`src/rtl/mem_arb_pkg.sv`:
```
// mem_arb_pkg: shared state encodings and operation codes for the two-port memory arbiter.
// Revision 1.0
`default_nettype none

package mem_arb_pkg;

  typedef logic [1:0] state_t;

  localparam state_t ST_IDLE      = 2'd0;
  localparam state_t ST_ACCESS    = 2'd1;
  localparam state_t ST_READ_WAIT = 2'd2;
  localparam state_t ST_RESP      = 2'd3;

  localparam logic OP_READ  = 1'b0;
  localparam logic OP_WRITE = 1'b1;

endpackage

`default_nettype wire

```
`src/rtl/rr_arb2.sv`:
```
// rr_arb2: two-way round-robin picker with its own last-grant register.
// Revision 1.0
`default_nettype none

module rr_arb2 (
  input  logic       clk,
  input  logic       reset,
  input  logic [1:0] req,
  input  logic       update,
  input  logic       update_idx,
  output logic       grant_idx
);
  import mem_arb_pkg::*;

  logic last_grant;

  // Resetting to 1 makes requester 0 the winner of the first tie.
  always_ff @(posedge clk or posedge reset) begin
    if (reset) begin
      last_grant <= 1'b1;
    end else if (update) begin
      last_grant <= update_idx;
    end
  end

  always_comb begin
    grant_idx = 1'b0;
    if (req == 2'b11) begin
      grant_idx = ~last_grant;
    end else if (req[1]) begin
      grant_idx = 1'b1;
    end
  end

endmodule

`default_nettype wire

```
`src/rtl/mem_arbiter.sv`:
```
// mem_arbiter: round-robin arbiter giving two requesters single-beat access to a synchronous memory.
// Revision 1.0
`default_nettype none

module mem_arbiter #(
  parameter int ADDR_W = 8,
  parameter int DATA_W = 8
) (
  input  logic              clk,
  input  logic              reset,
  input  logic              req0_valid,
  input  logic              req0_wr,
  input  logic [ADDR_W-1:0] req0_addr,
  input  logic [DATA_W-1:0] req0_wdata,
  input  logic              req1_valid,
  input  logic              req1_wr,
  input  logic [ADDR_W-1:0] req1_addr,
  input  logic [DATA_W-1:0] req1_wdata,
  output logic              req0_done,
  output logic              req1_done,
  output logic [DATA_W-1:0] rd_data,
  output logic              busy,
  output logic              mem_en,
  output logic              mem_wr_en,
  output logic              mem_rd_en,
  output logic [ADDR_W-1:0] mem_addr,
  output logic [DATA_W-1:0] mem_wdata,
  input  logic [DATA_W-1:0] mem_rdata
);
  import mem_arb_pkg::*;

  state_t state;
  state_t state_nxt;
  logic   wr_q;
  logic   grant_q;
  logic   grant_idx;
  logic   any_valid;
  logic   accept;

  assign any_valid = req0_valid | req1_valid;
  assign accept    = (state == ST_IDLE) && any_valid;

  rr_arb2 u_rr_arb2 (
    .clk        (clk),
    .reset      (reset),
    .req        ({req1_valid, req0_valid}),
    .update     (state == ST_RESP),
    .update_idx (grant_q),
    .grant_idx  (grant_idx)
  );

  always_ff @(posedge clk or posedge reset) begin
    if (reset) begin
      state <= ST_IDLE;
    end else begin
      state <= state_nxt;
    end
  end

  // Request fields are captured only at the grant, so later changes are ignored.
  always_ff @(posedge clk or posedge reset) begin
    if (reset) begin
      wr_q      <= OP_READ;
      grant_q   <= 1'b0;
      mem_addr  <= '0;
      mem_wdata <= '0;
      rd_data   <= '0;
    end else begin
      if (accept) begin
        grant_q   <= grant_idx;
        wr_q      <= grant_idx ? req1_wr    : req0_wr;
        mem_addr  <= grant_idx ? req1_addr  : req0_addr;
        mem_wdata <= grant_idx ? req1_wdata : req0_wdata;
      end
      if (state == ST_READ_WAIT) begin
        rd_data <= mem_rdata;
      end
    end
  end

  always_comb begin
    state_nxt = state;
    case (state)
      ST_IDLE:      if (any_valid) state_nxt = ST_ACCESS;
      ST_ACCESS:    state_nxt = (wr_q == OP_WRITE) ? ST_RESP : ST_READ_WAIT;
      ST_READ_WAIT: state_nxt = ST_RESP;
      ST_RESP:      state_nxt = ST_IDLE;
      default:      state_nxt = ST_IDLE;
    endcase
  end

  always_comb begin
    busy      = (state != ST_IDLE);
    mem_en    = 1'b0;
    mem_wr_en = 1'b0;
    mem_rd_en = 1'b0;
    req0_done = 1'b0;
    req1_done = 1'b0;
    if (state == ST_ACCESS) begin
      mem_en    = 1'b1;
      mem_wr_en = (wr_q == OP_WRITE);
      mem_rd_en = (wr_q == OP_READ);
    end
    if (state == ST_RESP) begin
      req0_done = ~grant_q;
      req1_done = grant_q;
    end
  end

endmodule

`default_nettype wire

```
`config.mk`:
```
export PLATFORM = sky130hd
export DESIGN_NAME = mem_arbiter
export DESIGN_NICKNAME = d
export VERILOG_FILES = /design/src/rtl/mem_arb_pkg.sv /design/src/rtl/rr_arb2.sv /design/src/rtl/mem_arbiter.sv
export SDC_FILE = /design/constraint.sdc
export NUM_CORES = 1
export LEC_CHECK = 0
export ABC_CLOCK_PERIOD_IN_PS = 1600
export CAP_MARGIN = 20
export CORE_ASPECT_RATIO = 0.7
export CORE_MARGIN = 2
export CORE_UTILIZATION = 38
export DETAILED_ROUTE_END_ITERATION = 10
export PLACE_DENSITY = 0.79
export RECOVER_POWER = 25
export SLEW_MARGIN = 20
export SYNTH_ARGS = -nofsm -noshare
export SYNTH_HDL_FRONTEND = slang
export SYNTH_SLANG_ARGS = --single-unit
```
`constraint.sdc`:
```
create_clock -name clk -period 1.6 [get_ports clk]
set_input_delay 0.24 -clock clk [delete_from_list [all_inputs] [get_ports clk]]
set_output_delay 0.24 -clock clk [all_outputs]
set_load 0.01 [all_outputs]
```
==> flow_summary.html <==
<table>
<tr><th>Metric</th><th>Value</th></tr>
<tr><th colspan="2">Worst hold path</th></tr>
<tr><td>Hold Path Class</td><td>flop to flop</td></tr>
<tr><th colspan="2">Placement</th></tr>
<tr><td>Count of input and output buffers</td><td>75</td></tr>
<tr><td>Weighted congestion reported at the end of routability-driven placement</td><td>0.760</td></tr>
<tr><td>Detailed placer's ending HPWL</td><td>~2500 um</td></tr>
<tr><td>Total placed instance area</td><td>around 2200 um2</td></tr>
<tr><th colspan="2">Critical path</th></tr>
<tr><td>Cell-by-cell listing of the critical path</td><td>ha_2 &gt; and2_1 &gt; dlygate4sd2_1</td></tr>
<tr><td>Startpoint of the worst setup timing path</td><td>state[0]</td></tr>
<tr><td>Worst reg2reg setup slack</td><td>0.14 ns</td></tr>
<tr><td>Worst endpoint data arrival time</td><td>between 1 and 1.5 ns</td></tr>
<tr><td>Slowest Stage Delay on Critical Path</td><td>between 0.4 and 0.5 ns</td></tr>
<tr><td>Maximum fanout count along the critical path</td><td>5</td></tr>
<tr><td>Max stage delay cell, worst path</td><td>sky130_fd_sc_hd__dfrtp_1</td></tr>
<tr><td>Required arrival time at the worst endpoint</td><td>~1.4 ns</td></tr>
<tr><td>Reg-to-Reg Start</td><td>state[0]</td></tr>
<tr><td>CP Class</td><td>flop to primary output</td></tr>
<tr><td>Endpoint of the worst-slack reg-to-reg timing path</td><td>state[0]</td></tr>
<tr><td>Worst setup endpoint</td><td>req1_done</td></tr>
<tr><td>Worst Reg-to-Reg Cells</td><td>5</td></tr>
<tr><td>CP Capture Type</td><td>primary output</td></tr>
<tr><td>Startpoint class of the critical path</td><td>flop</td></tr>
<tr><th colspan="2">Power and ir drop</th></tr>
<tr><td>Switching share of total power</td><td>34.0%</td></tr>
<tr><td>Leak</td><td>0.993 nW</td></tr>
<tr><td>P_int</td><td>0.00275 W</td></tr>
<tr><td>Fraction of power consumed by sequential logic</td><td>32.3%</td></tr>
<tr><td>Total net switching power</td><td>0.00142 W</td></tr>
<tr><td>Part of the power in the clock network</td><td>about 14%</td></tr>
<tr><td>Part of the total power dissipated in combinational logic</td><td>between 50% and 60%</td></tr>
<tr><td>Max rail drop VDD</td><td>920 uV</td></tr>
<tr><td>Power density over the cells</td><td>1800 nW/um2</td></tr>
<tr><th colspan="2">Finish</th></tr>
<tr><td>Commonest non-fill, non-tap cell in the layout</td><td>sky130_fd_sc_hd__clkdlybuf4s50_1</td></tr>
<tr><td>Number of antenna diodes</td><td>0</td></tr>
<tr><td>Most used cells in the layout excluding fill and tap cells</td><td>sky130_fd_sc_hd__clkdlybuf4s50_1, sky130_fd_sc_hd__a21oi_1, sky130_fd_sc_hd__dfrtp_1</td></tr>
<tr><td>Synth-to-Final Area Change</td><td>70.2%</td></tr>
<tr><td>Post-layout instance area</td><td>2320 um2</td></tr>
<tr><td>Count of filler cells inserted in the layout</td><td>between 300 and 400</td></tr>
<tr><td>Fraction of layout cells with a size suffix above 1</td><td>~17%</td></tr>
<tr><td>Final nets</td><td>271</td></tr>
<tr><th colspan="2">Clock tree</th></tr>
<tr><td>Number of sinks handled by clock tree synthesis</td><td>29</td></tr>
<tr><td>Count of hold buffers inserted by post-cts repair</td><td>0</td></tr>
<tr><td>Maximum buffer depth of the clock tree</td><td>2</td></tr>
<tr><td>CTS clock-pin slew for the worst setup and hold paths</td><td>~0.050 ns</td></tr>
<tr><td>TritonCTS Buffers</td><td>5</td></tr>
<tr><td>Max H-tree Level</td><td>2</td></tr>
<tr><td>Clock tree from TritonCTS</td><td>done</td></tr>
<tr><td>Clock Tree Root</td><td>sky130_fd_sc_hd__clkbuf_8</td></tr>
<tr><td>Latest clock arrival within the worst-skew pair</td><td>0.27 ns</td></tr>
<tr><th colspan="2">Route</th></tr>
<tr><td>Post-detailed-routing wire length</td><td>3400 um</td></tr>
<tr><td>Post-detailed-route DRC marker count</td><td>0</td></tr>
<tr><td>Total via count after detailed routing</td><td>1,265</td></tr>
<tr><td>Post-detailed-route wirelength per cell</td><td>12.5 um</td></tr>
<tr><td>Via count normalized by instance count</td><td>4.65</td></tr>
<tr><td>Detailed Routing Iterations Pass 1</td><td>4</td></tr>
<tr><td>Count of nets left with antenna violations after detail routing</td><td>0</td></tr>
<tr><td>Count of routing violations after the opening detailed-route iteration</td><td>71</td></tr>
<tr><th colspan="2">STA</th></tr>
<tr><td>Worst hold margin</td><td>0.510 ns</td></tr>
<tr><td>Total setup violations reported at the end of the flow</td><td>0</td></tr>
<tr><td>Worst slew margin</td><td>54.4%</td></tr>
<tr><td>Setup repair after global routing missed its margin</td><td>yes</td></tr>
<tr><td>Max Clock Freq</td><td>641 MHz</td></tr>
<tr><td>Number of hold violations in the final report</td><td>0</td></tr>
<tr><td>Layout Skew</td><td>0.00603 ns</td></tr>
<tr><td>Transition at the pin with the smallest max-transition slack</td><td>0.685 ns</td></tr>
<tr><td>Final critical-path required period</td><td>roughly 1.6 ns</td></tr>
<tr><td>Pins over their slew limit</td><td>0</td></tr>
<tr><td>Fraction of the cycle the final worst path needs</td><td>between 90 and 100%</td></tr>
<tr><th colspan="2">Global route</th></tr>
<tr><td>Final global-route overflow total</td><td>0</td></tr>
<tr><td>Number of antenna violations at the first check in global routing</td><td>0</td></tr>
<tr><td>Maximum number of pins on one net before global-route repair</td><td>30</td></tr>
<tr><td>First-pass GRT wire length</td><td>5210 um</td></tr>
<tr><td>Number of global-route vias before repair</td><td>1,142</td></tr>
<tr><td>GRT Total Usage</td><td>roughly 17%</td></tr>
<tr><th colspan="2">Die</th></tr>
<tr><td>Starting Density</td><td>39.3%</td></tr>
<tr><td>Area inside the core boundary</td><td>between 3000 and 4000 um2</td></tr>
<tr><td>Chip Height</td><td>54.1 um</td></tr>
<tr><td># IOs</td><td>76</td></tr>
<tr><td>Die area</td><td>4090 um2</td></tr>
<tr><td>Chip Width</td><td>75.6 um</td></tr>
<tr><td>Site row count</td><td>18</td></tr>
<tr><th colspan="2">Synthesis</th></tr>
<tr><td>Cell count after synthesis</td><td>137</td></tr>
<tr><td>Number of synthesized register bits</td><td>29</td></tr>
<tr><td>Warnings, synthesis</td><td>0</td></tr>
<tr><td>Sequential-to-total area share from yosys stat</td><td>53.4%</td></tr>
<tr><td>Net Count, Synth</td><td>187</td></tr>
<tr><td>Area of the mapped netlist</td><td>1360 um2</td></tr>
<tr><td>Count of unique library cells instantiated by Yosys</td><td>20</td></tr>
<tr><td>Mean instance size in the synthesized netlist</td><td>a little under 10 um2</td></tr>
<tr><th colspan="2">Flow run</th></tr>
<tr><td>Max-Cap Viols</td><td>0</td></tr>
<tr><th colspan="2">Outcome</th></tr>
<tr><td>Outcome</td><td>finished clean</td></tr>
</table>
==> Yosys cell counts <==
cell                       number  area share (%)
sky130_fd_sc_hd__nor2_1        17             4.7
sky130_fd_sc_hd__inv_1          4             1.1
sky130_fd_sc_hd__dfrtp_1       28              51
sky130_fd_sc_hd__a21bo_2        1            0.73
sky130_fd_sc_hd__a21boi_4       1             1.4
sky130_fd_sc_hd__o21ai_0        4             1.5
sky130_fd_sc_hd__and2_1         2            0.92
sky130_fd_sc_hd__nor2b_1        2            0.92
sky130_fd_sc_hd__mux2_2         9             7.4
sky130_fd_sc_hd__or3b_2         1            0.64
sky130_fd_sc_hd__ha_1           4             3.7
sky130_fd_sc_hd__o21ai_1        1            0.37
sky130_fd_sc_hd__clkbuf_1       1            0.28
sky130_fd_sc_hd__buf_4          3             1.7
sky130_fd_sc_hd__o21ai_2        1            0.64
sky130_fd_sc_hd__o21a_1         1            0.55
sky130_fd_sc_hd__dfstp_2        1             1.9
sky130_fd_sc_hd__nand2_1       19             5.2
sky130_fd_sc_hd__a21oi_1       34              12
sky130_fd_sc_hd__buf_6          3             2.5
==> layout make-up <==
| type | instances | area (um2) | share of cell area, % |
|---|---|---|---|
| clock buffer | 8 | 90.1 | 3.88 |
| sequential | 29 | 727 | 31.3 |
| tap | 50 | 62.6 | 2.70 |
| inverter | 4 | 15.0 | 0.647 |
| timing repair buffer | 84 | 847 | 36.5 |
| multi-input combinational | 97 | 578 | 24.9 |
==> worst max-delay path, delay by kind of cell (launching register included) <==
family / cells / cell delay [ns]
fa+ha+maj: 1 / 0.20
buf+inv: 1 / 0.28
flops: 1 / 0.42
simple gates: 1 / 0.16
==> what timing repair did <==
item                                    CTS  global route
endpoints found under the setup margin    6            14
setup buffers                             0             1
resized for setup                         9             9
pin swaps                                 0             1
==> power by group through the flow <==
stage / logic, W / registers [W] / clock network (W)
after floorplan: 0.000927 / 0.00148 / 0
after detailed placement: 0.00224 / 0.00135 / 0
final: 0.00223 / 0.00135 / 0.000592
after global routing: 0.00245 / 0.00139 / 0.000648
after global placement: 0.00221 / 0.00133 / 0
after CTS: 0.00224 / 0.00134 / 0.000612
==> flip-flops by register name (all words and copies together) (netlist names) <==
signal	cells
state	2
mem_addr	8
wr_q	1
grant_q	1
u_rr_arb2.last_grant	1
rd_data	8
mem_wdata	8
==> routing by layer <==
| metal | wire length, um | GRT usage (%) |
|---|---|---|
| met3 | 294 | 6.55 |
| met1 | 1550 | 23.1 |
| met2 | 1540 | 27.2 |
| met5 | 0 | 0 |
| met4 | 8 | 4.39 |
==> logic make-up (layout without fill, tap and decap cells) <==
| kind of cell | count (synthesis) | in the layout | synth area share [%] |
|---|---|---|---|
| simple gates | 41 | 41 | 12.4 |
| flops | 29 | 29 | 53.4 |
| buf+inv | 11 | 96 | 5.51 |
| mux | 9 | 9 | 7.44 |
| compound gates | 43 | 43 | 17.6 |
| fa+ha+maj | 4 | 4 | 3.67 |
==> stage by stage <==
stage | power [W] | TNS, ns | cells | setup WS, ns | utilization [%]
floorplan | 0.00241 | 0 | 137 | 0.161 | -
global placement | 0.00354 | 0 | 263 | 0.00648 | 64.2
detailed placement | 0.00359 | -0.0117 | 263 | -0.0117 | 64.2
CTS | 0.00420 | -0.0148 | 271 | -0.00773 | 66.9
global route | 0.00450 | -0.00965 | 272 | -0.00965 | 66.9
finish | 0.00417 | 0 | 272 | 0.0396 | 66.9
==> how the worst min path moves through the flow <==
stage | cells past startpoint | end | from | slack, ns
6_report | 1 | rd_data[3] | rd_data[3] | 0.51
5_1_grt | 3 | mem_addr[3] | req0_addr[3] | 0.53
4_1_cts | 3 | mem_addr[1] | reset | 0.34
3_5_place_dp | 1 | rd_data[2] | rd_data[2] | 0.50
3_3_place_gp | 1 | rd_data[4] | rd_data[4] | 0.49
2_1_floorplan | 1 | grant_q | reset | 0.32
Note: power is estimated with default switching activity, not from simulation.
